`config.mk`:
```
export PLATFORM = sky130hd
export DESIGN_NAME = rf_scoreboard
export DESIGN_NICKNAME = d
export VERILOG_FILES = /design/src/rtl/rf_pkg.sv /design/src/rtl/rf_scoreboard_pend.sv /design/src/rtl/rf_scoreboard.sv
export SDC_FILE = /design/constraint.sdc
export NUM_CORES = 1
export LEC_CHECK = 0
export ABC_CLOCK_PERIOD_IN_PS = 6900
export CAP_MARGIN = 0
export CORE_MARGIN = 3
export CORE_UTILIZATION = 39
export CTS_CLUSTER_DIAMETER = 60
export DETAILED_ROUTE_END_ITERATION = 6
export DONT_BUFFER_PORTS = 1
export SLEW_MARGIN = 20
export SYNTH_ARGS = -nofsm -noshare
export SYNTH_HDL_FRONTEND = slang
export SYNTH_SLANG_ARGS = --single-unit
```
`constraint.sdc`:
```
create_clock -name clk -period 6.9 [get_ports clk]
set_input_delay 1.38 -clock clk [delete_from_list [all_inputs] [get_ports clk]]
set_output_delay 1.38 -clock clk [all_outputs]
set_load 0.005 [all_outputs]
```
`src/rtl/rf_pkg.sv`:
```
// Shared definitions for the scoreboarded register file: sweep FSM states and
// default geometry.
package rf_pkg;

    typedef enum logic {
        ST_CLEAR = 1'b0,
        ST_RUN   = 1'b1
    } rf_state_e;

    localparam int RF_DW  = 32;
    localparam int RF_AW  = 5;
    localparam int RF_NRD = 2;

endpackage

```
`src/rtl/rf_scoreboard_pend.sv`:
```
// Pending-write scoreboard: one bit per register, issue acceptance (WAW stall)
// and an incrementally maintained population count.
module rf_scoreboard_pend
    import rf_pkg::*;
#(
    parameter int AW      = RF_AW,
    parameter bit ZERO_R0 = 1'b1
) (
    input  logic                 clk,
    input  logic                 clr_i,
    input  logic                 run_i,
    input  logic                 iss_i,
    input  logic [AW-1:0]        iss_wn_i,
    input  logic                 we_i,
    input  logic [AW-1:0]        wn_i,
    input  logic                 flush_i,
    output logic                 iss_rdy_o,
    output logic [(1<<AW)-1:0]   pend_o,
    output logic [AW:0]          pend_cnt_o
);

    localparam int DEPTH = 1 << AW;

    logic [DEPTH-1:0] pend_q, pend_d;
    logic [AW:0]      cnt_q, cnt_d;
    logic             wb_hit, r0_iss, acc, set, inc, rel;

    always_comb begin
        wb_hit = we_i && (wn_i == iss_wn_i);
        r0_iss = ZERO_R0 && (iss_wn_i == '0);
        // A writeback to the same register this cycle retires the old producer,
        // so a new one may take its place.
        acc    = run_i && iss_i && !flush_i && !(pend_q[iss_wn_i] && !wb_hit);
        set    = acc && !r0_iss;
        inc    = set && !pend_q[iss_wn_i];
        rel    = run_i && we_i && pend_q[wn_i] && !(set && wb_hit);

        pend_d = pend_q;
        cnt_d  = cnt_q;
        if (run_i && flush_i) begin
            pend_d = '0;
            cnt_d  = '0;
        end else begin
            if (rel) pend_d[wn_i]     = 1'b0;
            if (set) pend_d[iss_wn_i] = 1'b1;
            cnt_d = cnt_q + (AW+1)'(inc) - (AW+1)'(rel);
        end
    end

    always_ff @(posedge clk) begin
        if (clr_i) begin
            pend_q <= '0;
            cnt_q  <= '0;
        end else begin
            pend_q <= pend_d;
            cnt_q  <= cnt_d;
        end
    end

    assign iss_rdy_o  = acc;
    assign pend_o     = pend_q;
    assign pend_cnt_o = cnt_q;

endmodule

```
`src/rtl/rf_scoreboard.sv`:
```
// Register file with N bypassed asynchronous read ports, one write port, a
// pending-write scoreboard and a post-reset clear sweep.
module rf_scoreboard
    import rf_pkg::*;
#(
    parameter int DW      = RF_DW,
    parameter int AW      = RF_AW,
    parameter int NRD     = RF_NRD,
    parameter bit ZERO_R0 = 1'b1
) (
    input  logic                clk,
    input  logic                clr,
    input  logic [NRD*AW-1:0]   ra,
    output logic [NRD*DW-1:0]   rd,
    output logic [NRD-1:0]      rbusy,
    input  logic                we,
    input  logic [AW-1:0]       wn,
    input  logic [DW-1:0]       wd,
    input  logic                iss,
    input  logic [AW-1:0]       iss_wn,
    output logic                iss_rdy,
    input  logic                flush,
    output logic                ready,
    output logic [AW:0]         pend_cnt
);

    localparam int DEPTH = 1 << AW;

    rf_state_e        state_q, state_d;
    logic [AW-1:0]    ctr_q;
    logic             run;
    logic [DW-1:0]    mem_q [DEPTH];
    logic [DEPTH-1:0] pend;
    logic             wr_ok;

    always_ff @(posedge clk) begin
        if (clr) begin
            state_q <= ST_CLEAR;
            ctr_q   <= '0;
        end else begin
            state_q <= state_d;
            if (state_q == ST_CLEAR) ctr_q <= ctr_q + 1'b1;
        end
    end

    always_comb begin
        state_d = state_q;
        if (state_q == ST_CLEAR && ctr_q == {AW{1'b1}}) state_d = ST_RUN;
    end

    always_comb begin
        run   = (state_q == ST_RUN);
        ready = run;
    end

    assign wr_ok = run && we && !(ZERO_R0 && wn == '0);

    // The sweep owns the write port until it finishes; writeback is dropped.
    always_ff @(posedge clk) begin
        if (!clr) begin
            if (!run)       mem_q[ctr_q] <= '0;
            else if (wr_ok) mem_q[wn]    <= wd;
        end
    end

    for (genvar i = 0; i < NRD; i++) begin : g_rd
        logic [AW-1:0] a;
        logic [DW-1:0] rdata;
        logic          hit;

        assign a   = ra[i*AW +: AW];
        assign hit = we && (wn == a);

        always_comb begin
            rdata = '0;
            if (run && !(ZERO_R0 && a == '0)) rdata = hit ? wd : mem_q[a];
        end

        assign rd[i*DW +: DW] = rdata;
        assign rbusy[i]       = run && pend[a] && !hit;
    end

    rf_scoreboard_pend #(
        .AW      (AW),
        .ZERO_R0 (ZERO_R0)
    ) u_pend (
        .clk        (clk),
        .clr_i      (clr),
        .run_i      (run),
        .iss_i      (iss),
        .iss_wn_i   (iss_wn),
        .we_i       (we),
        .wn_i       (wn),
        .flush_i    (flush),
        .iss_rdy_o  (iss_rdy),
        .pend_o     (pend),
        .pend_cnt_o (pend_cnt)
    );

endmodule

```
# Word level (Yosys, flattened, before mapping)
# Memory sizes are Yosys's and may differ from the RTL's.
# Cells that the tools add are included.
dict set report word_totals {
  ff_bits 44
  ramBits 1024
  inputBits 57
  output_inout_bits 74
  word_cells 92
  n_memories 1
}
dict set report classes {
  n_addsub 3
  n_lt_le_gt_ge 6
  eq_ne 4
  mux 29
  bitwise_logic 4
  n_reduce_logical 41
}
# memory words width read_ports rd_clocked_by_memory_dff write_ports line
set memory_table {}
lappend memory_table {mem_q 32 32 2 0 1 rf_scoreboard.sv:32} ;# logic [DW-1:0] mem_q [DEPTH];
# operator n
set op_table {}
lappend op_table {{32-bit two-way mux} 8}
lappend op_table {{32-bit AND} 1}
lappend op_table {{32-bit NOT} 1}
lappend op_table {{32-bit OR} 1}
lappend op_table {{32-bit OR reduction} 1}
lappend op_table {{1-bit logical AND} 24}
lappend op_table {{5-bit by 6-bit less-than comparator with 1-bit output (second input constant)} 4}
lappend op_table {{1-bit binary-select mux with 5-bit select} 4}
lappend op_table {{5-bit zero test} 4}
lappend op_table {{5-bit == test} 3}
lappend op_table {{1-bit two-way mux} 14}
lappend op_table {{1-bit zero test} 11}
lappend op_table {{1-bit demux with 5-bit select} 2}
lappend op_table {{5-bit by 1-bit >= comparator with 1-bit output (second input constant)} 2}
lappend op_table {{6-bit by 1-bit adder with 6-bit output} 1}
lappend op_table {{6-bit by 1-bit subtractor with 6-bit output} 1}
lappend op_table {{5-bit by 1-bit adder with 5-bit output (second input constant)} 1}
lappend op_table {{5-bit == test (second input constant)} 1}
lappend op_table {{5-bit two-way mux} 1}
lappend op_table {{2-bit OR reduction} 1}
lappend op_table {{1-bit NOT} 1}

# Longest topological paths before layout
dict set report depth {
  word_depth 14
  ltp_mapped 18
  mapped_depth_nobuf 15
}

# Cells and area by module
# Synthesis repeated with hierarchy kept, for this count alone.
dict set report unflattened {
  cells_unflattened 3256
  area_unflattened_um2 52471.6
}
# mod n_inst cells_each area_each_um2 seq_area_each_um2
set modules_own_cells {}
lappend modules_own_cells {rf_scoreboard 1 2898 49602.6 30869.6}
lappend modules_own_cells {rf_scoreboard_pend 1 358 2869.0 760.7}

# Worst setup path after synthesis
# Ideal clock, no wire load.
dict set report synth_path {
  path_kind {input port to flip-flop}
  startpoint {in wn[1]}
  endpoint {mem mem_q[10][0] (netlist bit) (enable)}
  setup_time_ns 0.421
  arrival_ns 4.255
  required_time_ns 6.479
  setup_slack_ns 2.224
  stages 10
  path_buffers 4
  path_cell_list {buf_4 > buf_4 > buf_4 > nor2_1 > a211oi_4 > buf_2 > nand3b_1 > o21ai_1 > nand2_1 > nor2_1}
}
dict set report synth_between {
  elab_chain_len 9
  elab_cells_between_ends 10
  cone_classes {6 x mux; 4 x reduce/logical}
}
# element line
set synth_rtl {}
lappend synth_rtl {{start: declaration} rf_scoreboard.sv:17} ;# input logic [AW-1:0] wn,
lappend synth_rtl {{5-bit zero test} rf_scoreboard.sv:56} ;# assign wr_ok = run && we && !(ZERO_R0 && wn == '0);
lappend synth_rtl {{1-bit zero test} rf_scoreboard.sv:56}
lappend synth_rtl {{1-bit logical AND} rf_scoreboard.sv:56}
lappend synth_rtl {{1-bit two-way mux} rf_scoreboard.sv:62} ;# else if (wr_ok) mem_q[wn] <= wd;
lappend synth_rtl {{1-bit two-way mux} rf_scoreboard.sv:61} ;# if (!run) mem_q[ctr_q] <= '0;
lappend synth_rtl {{1-bit two-way mux} rf_scoreboard.sv:60} ;# if (!clr) begin
lappend synth_rtl {{1-bit two-way mux (implied by the code)} rf_scoreboard.sv:62}
lappend synth_rtl {{32-bit OR reduction (no line)} n/a}
lappend synth_rtl {{5-bit two-way mux (no line) / 1-bit two-way mux (equally long branches)} n/a}
lappend synth_rtl {{end: declaration} rf_scoreboard.sv:32}
# Several ways; a longest one is shown, not always the timed one.

# Final worst setup path
dict set report layout_path {
  startpoint {in ra[5]}
  endpoint {out rd[58]}
}
dict set report layout_between {
  elab_chain_len 4
  elab_cells_between_ends 8
  cone_classes {1 x eq/ne; 2 x mux; 4 x reduce/logical; 1 x memory}
}
# element line
set layout_rtl {}
lappend layout_rtl {{start: declaration} rf_scoreboard.sv:13} ;# input logic [NRD*AW-1:0] ra,
lappend layout_rtl {{parallel branches: the longest is 3 deep, another holds memory read 32 x 32 bit} n/a}
lappend layout_rtl {{32-bit two-way mux *} rf_scoreboard.sv:76} ;# if (run && !(ZERO_R0 && a == '0)) rdata = hit ? wd : mem_q[a];
lappend layout_rtl {{end: declaration} rf_scoreboard.sv:14} ;# output logic [NRD*DW-1:0] rd,
# Mark *: on every way between the ends.

==> flow_metrics.env <==
export IMPL_min_period_ns=5.74
export IMPL_path_common_cell="buf_16"
export IMPL_synthDistinctLibCells=56
export IMPL_ys_ff_latch=1068
export IMPL_yosysTopAreaCell="edfxtp_1"
export IMPL_drt_iter0_markers=3477
export IMPL_antenna_found_initial=3
export IMPL_clk_pin_slew_ns=0.06
export IMPL_grt_pass1_wl_mm=236
export IMPL_cts_setup_buffers=0
export IMPL_synthCells=3289
export IMPL_area_growth_pct=11.3
export IMPL_grt_use_total_pct=23.5
export IMPL_cpLargestDelayFamily="buffers and inverters"
export IMPL_post_cts_resized=0
export IMPL_syn_area_per_cell_um2=15.9
export IMPL_crit_type="primary input to output port"
export IMPL_clock_latency_ns=0.73
export IMPL_ir_drop_uv=235
export IMPL_layout_common_cells="edfxtp_1, mux2i_1, mux4_2"
export IMPL_cts_tree="yes"
export IMPL_crit_path_top_delay_cell="buf_16"
export IMPL_final_util_pct=44.0
export IMPL_num_vias=33100
export IMPL_h_tree_depth=3
export IMPL_placed_cells=4836
export IMPL_required_ns=5.52
export IMPL_synthFlopType="edfxtp_1"
export IMPL_critPathBufInv=2
export IMPL_total_power_w=0.0143
export IMPL_hold_viol_final=0
export IMPL_syn_area_um2=52200
export IMPL_gp_congestion=0.819
export IMPL_ys_warn_count=0
export IMPL_rsz0062_at_grt="false"
export IMPL_initial_core_util_pct=39.5
export IMPL_synth_edff_count=1024
export IMPL_path_cells="buf_16 -> buf_16 -> mux2i_1 -> a221oi_1 -> nor2_1 -> o211ai_1 -> a32o_1"
export IMPL_wl_mm=164
export IMPL_arrival_ns=4.36
export IMPL_synth_fp_nets=3355
export IMPL_cts_buffer_depth=3
export IMPL_design_core_area_um2=132000
export IMPL_fin_crit_sh_pct=83.2
export IMPL_worst_slew_pin_slew_ns=1.68
export IMPL_fin_nets=3268
export IMPL_finalSetupViolations=0
export IMPL_clkSinkCount=1068
export IMPL_placement_cell_area_um2=54000
export IMPL_timing_critical_path_slowest_cell_delay_ns=0.69
export IMPL_yosysSeqAreaShare_pct=60.6
export IMPL_worstPathMaxFanout=114
export IMPL_status="finished, violations left"
export IMPL_dieHeight_um=372
export IMPL_end_kind="output port"
export IMPL_total_leakage_power_nw=17.7
export IMPL_place_hpwl_mm=88.5
export IMPL_io_buffer_count=0
export IMPL_postCtsHoldBufs=0
export IMPL_cts_buffers=115
export IMPL_ant_nets=0
export IMPL_slew_headroom_pct=-12.3
export IMPL_io_pin_count=131
export IMPL_grt_pass1_vias=33200
export IMPL_final_common_cell="edfxtp_1"
export IMPL_hold_class="flop to flop"
export IMPL_routedWlPerCell_um=32.5
export IMPL_layout_drive_gt1_share_pct=17.7
export IMPL_die_x_um=372
export IMPL_ys_async_sr_fraction_pct=0
export IMPL_fmax_mhz=174
export IMPL_timing_clock_skew_ns=0.0310
export IMPL_maxCapViolations=0
export IMPL_viasPerCell=6.54
export IMPL_grt_overflow=0
export IMPL_root_buffer="clkbuf_16"
export IMPL_worst_setup_path_start_kind="primary input"
export IMPL_drtPass1Iterations=6
export IMPL_violations="slew limit"
export IMPL_drc_errors=0
export IMPL_placementRows=133
export IMPL_final_cells=5059
export IMPL_synth_top_area_share_pct=59.0
export IMPL_n_fill_cell=11600
export IMPL_power_density_nw_per_um2=246
export IMPL_setup_tns_ns=0
export IMPL_grt_max_degree=395
export IMPL_finalMaxSlewViolations=81
export IMPL_synth_area_leaders="edfxtp_1, mux4_2, mux2i_1"
export IMPL_postLayoutCellArea_um2=58100
export IMPL_dieArea_um2=138000
-- synth_stat cells, types with 5 or more instances --
cell type  instances
buf_2             77
o21ai_0           38
dfxtp_1           44
xnor2_1            6
mux2i_1          541
nor2_1           183
o2111ai_1          7
edfxtp_1        1024
a22oi_1          136
a221oi_1         256
and3_1             7
nand3_1           12
ha_1               8
nor3_1             7
o22ai_1           28
clkbuf_1         163
a32o_1            27
nand3b_1           5
nand2_1          106
xor2_1            16
inv_1             17
buf_1              5
o41ai_1           23
a21oi_1            5
o211ai_1         128
mux4_2           280
nand4_1            6
buf_4             31
nor2b_1           13
and2_1            35
o21bai_1           5
-- worst paths after layout --
kind,cells after the start,startpoint,slack [ns],to
setup / recovery,7,ra[5],1.16,rd[58]
hold / removal,2,u_pend.pend_o[0]$_SDFF_PP0_,0.50,u_pend.pend_o[0]$_SDFF_PP0_
setup reg to reg,8,ready$_SDFFE_PP0P_,2.87,mem_q[30][31]$_DFFE_PP_
hold reg to reg,2,u_pend.pend_o[0]$_SDFF_PP0_,0.50,u_pend.pend_o[0]$_SDFF_PP0_
-- metrics by stage --
step	hold WS, ns	worst slack, ns
final	0.500	1.16
after global routing	0.525	1.04
after CTS	0.496	1.80
after detailed placement	0.486	1.66
after global placement	0.478	1.79
after floorplan	0.444	2.22
-- kinds of logic after synthesis --
family	after synthesis	share of synthesized area (%)
flip-flops	1068	60.6
multiplexers	822	22.5
AO/OA/AOI/OAI	676	10.3
AND/OR/NAND/NOR	392	3.31
buffers and inverters	300	2.62
XOR/XNOR	22	0.369
adder cells (fa/ha/maj)	9	0.230
-- report_power, final --
group | switching (W) | internal, W | leakage (nW) | total (W)
Combinational | 0.000404 | 0.000333 | 7.52 | 0.000738
Sequential | 0.0000189 | 0.00704 | 8.28 | 0.00706
Clock | 0.00265 | 0.00386 | 1.93 | 0.00651
-- tightest hold or removal path: cells and delay by family (launching register included) --
kind               cells  cell delay (ns)
DFF                    1             0.35
AOI/OAI and AO/OA      1             0.03
and+or+nand+nor        1             0.07
-- cell type report --
type                       count  area (um^2)  area share (%)
tap                         1755         2200            3.78
antenna                        3         7.51          0.0129
inverter                      19         76.3           0.131
clock inverter                81          945            1.63
clock buffer                 135         3040            5.23
multi-input combinational   1921        19400            33.5
timing repair buffer          77          742            1.28
sequential                  1068        31600            54.5
-- registers in the layout, indices dropped and copies added (netlist names) --
signal and flops:
u_pend.pend_cnt_o 6, mem_q 1024, u_pend.pend_o 32, ready 1
ctr_q 5
-- metal layers --
metal | GRT usage, % | wire [um]
met2 | 38.5 | 78300
met4 | 9.64 | 7460
met3 | 4.49 | 13300
met1 | 30.9 | 65200
met5 | 0 | 26
(Power assumes the default switching activity.)
